===== src/rtl/clock_gen.sv =====
// CPU clock source: emits a one-cycle clock-enable (tick) plus an observation square wave,
// in full-rate, programmable-divide, debounced single-step or halt mode.
module clock_gen #(
    parameter int unsigned CNT_WIDTH  = 21,
    parameter int unsigned DEB_CYCLES = 1000000,
    parameter int unsigned DEB_WIDTH  = 20
) (
    input  logic                 clk,
    input  logic                 rst,
    input  logic [1:0]           mode,
    input  logic [CNT_WIDTH-1:0] div,
    input  logic                 step_btn,
    output logic                 tick,
    output logic                 clk_div,
    output logic                 btn_db
);

    typedef enum logic [1:0] {
        MODE_FULL = 2'b00,
        MODE_DIV  = 2'b01,
        MODE_STEP = 2'b10,
        MODE_HALT = 2'b11
    } mode_t;

    localparam logic [DEB_WIDTH-1:0] DEB_LAST = DEB_WIDTH'(DEB_CYCLES - 1);

    mode_t                mode_in;
    mode_t                mode_q;
    logic [CNT_WIDTH-1:0] cnt;
    logic [CNT_WIDTH-1:0] cnt_last;
    logic                 mode_chg;
    logic                 wrap;
    logic                 btn_rise;

    logic                 s0;
    logic                 s1;
    logic                 btn_db_q;
    logic [DEB_WIDTH-1:0] deb_cnt;

    // A div of 0 behaves as 1; the >= compare lets a shrinking div wrap immediately.
    always_comb begin
        mode_in  = mode_t'(mode);
        mode_chg = (mode_in != mode_q);
        cnt_last = (div == '0) ? '0 : div - CNT_WIDTH'(1);
        wrap     = (cnt >= cnt_last);
        btn_rise = btn_db & ~btn_db_q;
    end

    // Button synchroniser and debouncer; runs in every mode.
    always_ff @(posedge clk or posedge rst) begin
        if (rst) begin
            s0       <= 1'b0;
            s1       <= 1'b0;
            btn_db   <= 1'b0;
            btn_db_q <= 1'b0;
            deb_cnt  <= '0;
        end else begin
            s0       <= step_btn;
            s1       <= s0;
            btn_db_q <= btn_db;
            if (s1 == btn_db) begin
                deb_cnt <= '0;
            end else if (deb_cnt >= DEB_LAST) begin
                btn_db  <= s1;
                deb_cnt <= '0;
            end else begin
                deb_cnt <= deb_cnt + DEB_WIDTH'(1);
            end
        end
    end

    // Mode sequencer; a mode change always spends one quiet cycle before the new mode runs.
    always_ff @(posedge clk or posedge rst) begin
        if (rst) begin
            mode_q  <= MODE_FULL;
            cnt     <= '0;
            tick    <= 1'b0;
            clk_div <= 1'b0;
        end else begin
            mode_q <= mode_in;
            if (mode_chg) begin
                cnt     <= '0;
                tick    <= 1'b0;
                clk_div <= 1'b0;
            end else begin
                case (mode_q)
                    MODE_FULL: begin
                        cnt     <= '0;
                        tick    <= 1'b1;
                        clk_div <= ~clk_div;
                    end
                    MODE_DIV: begin
                        if (wrap) begin
                            cnt     <= '0;
                            clk_div <= ~clk_div;
                            tick    <= ~clk_div;
                        end else begin
                            cnt  <= cnt + CNT_WIDTH'(1);
                            tick <= 1'b0;
                        end
                    end
                    MODE_STEP: begin
                        cnt     <= '0;
                        tick    <= btn_rise;
                        clk_div <= btn_rise;
                    end
                    default: begin
                        cnt     <= '0;
                        tick    <= 1'b0;
                        clk_div <= 1'b0;
                    end
                endcase
            end
        end
    end

endmodule


===== config.mk =====
export PLATFORM = sky130hd
export DESIGN_NAME = clock_gen
export DESIGN_NICKNAME = d
export VERILOG_FILES = /design/src/rtl/clock_gen.sv
export SDC_FILE = /design/constraint.sdc
export NUM_CORES = 1
export LEC_CHECK = 0
export CORE_AREA = 2 2 72 92
export DETAILED_ROUTE_END_ITERATION = 8
export DIE_AREA = 0 0 74 94
export MAX_ROUTING_LAYER = met4
export PLACE_DENSITY = 0.75
export REMOVE_ABC_BUFFERS = 1
export SLEW_MARGIN = 20
export SYNTH_ARGS = -nofsm -noshare
export SYNTH_HDL_FRONTEND = slang
export SYNTH_SLANG_ARGS = --single-unit

===== constraint.sdc =====
create_clock -name clk -period 1.85 [get_ports clk]
set_input_delay 0.37 -clock clk [delete_from_list [all_inputs] [get_ports clk]]
set_output_delay 0.37 -clock clk [all_outputs]
set_load 0.02 [all_outputs]

==> metrics.cfg <==
[outcome]
status = finished with violations
violations = setup timing

[timing]
rsz0062_at_grt = true
tightest_slew_ns = 0.499
timing.fmax_mhz = 249
finalHoldViolCount = 0
fin_crit_ns = 4.02
finalSetupViolCount = 44
worst_slack_ns = -2.17
finalClockSkew_ns = 0.00855
period_share_pct = 217
relSlewSlack_pct = 66.7
drv_slew = 0

[layout]
area_growth_pct = 53.8
fill_cells = 365
regArea_sq_um = 1230
finalNetCount = 522
drive_gt1_share_pct = 36.4
multiInputGateArea_sq_um = 2220
stdcell_count = 558
diodes = 0

[worst_setup_path]
rr_worst_depth = 8
slowest_stage = clkdlybuf4s50_1
cp_slowest_stage_delay_ns = 0.47
worstReg2RegEnd = clk_div
end_kind = register
regToRegSetupSlack_ns = -0.46
crit_required_ns = 2.05
r2r-start = cnt[15]
cp-startpoint = div[3]
start_kind = primary input
worstPathCellList = clkdlybuf4s50_1 > nor4b_4 > buf_4 > nand2_1 > or3_4 > or3_4 > or2_4 > buf_8 > nand2_4 > ha_4 > nand4_1 > nor4_2 > buf_4 > a22o_1 > nor3b_2 > nand4_1 > mux2_4
cp.arrival_ns = 4.22
path_class = in -> reg
path_max_fanout = 4

[detailed_routing]
drc = 0
via_per_inst = 5.41
vias = 3021
wl_um = 9010
ant_nets = 0
wl_per_cell_um = 16.1
first_pass_iters = 5
drtIter0Drc = 92

[power]
total_power_mw = 2.10
peakVddDrop_uv = 590
powerDensity_nw_per_um2 = 440
p_leak_nw = 2.08

[clock_tree]
cts-root-buf = clkbuf_8
ctsHtreeMaxLevel = 2
cts.clk_slew.worst_paths_ns = 0.10
ctsHoldBuffers = 0
tritoncts = done
cts_buffers = 5
clk_latency_ns = 0.31
clock_sinks = 49
clock_tree.buffer_depth = 2

[placement]
dp_hpwl_um = 5010
dpl.cell_count = 534
place_congestion = 0.770
numPortBuffers = 28

[die]
die_y_um = 94
fp.dieW_um = 74
io_pins = 29
rows = 32
initial_core_util_pct = 51.2
core-area_sq_um = 6050
dieArea_sq_um = 6960

[flow_run]
cap_violations = 0

[global_routing]
grt_pass1_wl_um = 13200
grt.overflow.total = 0
grt.total_usage_pct = 25.2
grt_pass1_vias = 3086
antenna_found_initial = 0
grt_start_max_net_pins = 22

[yosys]
ys_types = 39
synth_warnings = 0
ys_top_cells_by_count = 62 x nor2_1, 49 x dfrtp_1, 40 x nand2_1
synth_area_leaders = dfrtp_1 40%, ha_1 9.7%, xor2_1 7.6%
ys_seq_area_share_pct = 39.6
syn_area_sq_um = 3090
synthFlopType = dfrtp_1
yosysMostFrequentCell = nor2_1
synth_top_cell_by_area = dfrtp_1
synthDominantCellAreaShare_pct = 39.6
syn_inst = 351
ys_ff_latch = 49
synth_edf_count = 0
synth-async-reset-ratio_pct = 100
avgSynthCellArea_sq_um = 8.82

[worst_hold_path]
whs_path_depth = 0
hold_path_startpoint = s0
min_to = s1
min_path_type = reg -> reg

## critical path, delay by kind of cell
family          cells  cell delay (ns)
fa+ha+maj           1             0.20
simple gates       10             2.11
buf+inv             4             0.92
compound gates      1             0.23
mux                 1             0.37
## sequential cells by signal, indices dropped and copies added, names as in the netlist
register  cells
cnt          21
clk_div       1
tick          1
btn_db_q      1
deb_cnt      20
s0            1
mode_q        2
s1            1
btn_db        1
## kinds of logic (layout without fill, tap and decap cells)
| family | count (synthesis) | in the layout | synth area share [%] |
|---|---|---|---|
| AO/OA/AOI/OAI | 27 | 27 | 5.34 |
| flip-flops | 49 | 49 | 39.6 |
| buffers and inverters | 19 | 140 | 2.79 |
| multiplexers | 2 | 2 | 0.728 |
| XOR/XNOR | 53 | 53 | 15.0 |
| adder cells (fa/ha/maj) | 24 | 24 | 9.70 |
| AND/OR/NAND/NOR | 177 | 178 | 26.8 |
## final cells by class
| class | instances | area share [%] |
|---|---|---|
| clock buffer | 5 | 1.45 |
| clock inverter | 3 | 0.447 |
| inverter | 12 | 0.947 |
| multi-input combinational | 284 | 46.7 |
| sequential | 49 | 25.8 |
| tap | 85 | 2.24 |
| timing repair buffer | 120 | 22.5 |
## through the flow
stage	worst slack, ns	setup TNS [ns]	instance area [sq um]	utilization [%]	hold slack (ns)
2_1_floorplan	-2.55	-64.14	3050	-	0.331
3_3_place_gp	-2.70	-66.01	4060	67.1	0.334
3_5_place_dp	-2.82	-68.93	4060	67.1	0.346
4_1_cts	-2.06	-46.19	4450	73.6	0.366
5_1_grt	-2.26	-53.05	4760	78.7	0.369
6_report	-2.17	-49.30	4760	78.7	0.364
## worst max-delay path by stage
stage,to,slack [ns],cells past startpoint
4_1_cts,clk_div,-2.06,16
5_1_grt,cnt[17],-2.26,18
2_1_floorplan,clk_div,-2.55,13
3_5_place_dp,cnt[11],-2.82,16
6_report,clk_div,-2.17,17
3_3_place_gp,cnt[18],-2.70,16
## what timing repair did
item	4_1_cts	5_1_grt
endpoints found under the setup margin	44	44
pin swaps	28	38
cloned	4	1
setup buffers	7	4
resized for setup	61	70
## routing by layer
metal,GRT usage [%],part of all wire [%]
met4,13.2,4.4
met2,44.3,55
met1,26.5,37
met3,4.40,4.1
met5,-,0
## placed cells by master, fill, tap and decap left out, types with 7 or more instances in the layout
master	instances
buf_6	7
nand3_1	21
xor2_1	25
inv_1	10
nor2_4	16
xnor2_1	25
nor2_1	39
ha_1	17
clkdlybuf4s50_1	20
nand4_1	7
buf_4	81
nor2_2	7
nand2_1	34
dfrtp_1	49
nor3_1	12
## power breakdown
group | total [mW] | switching, mW | internal [mW]
registers | 1.09 | 0.00752 | 1.08
logic | 0.362 | 0.175 | 0.187
clock network | 0.644 | 0.375 | 0.269
total | 2.10 | 0.558 | 1.54
No activity file was read; power rests on OpenSTA's default activity.
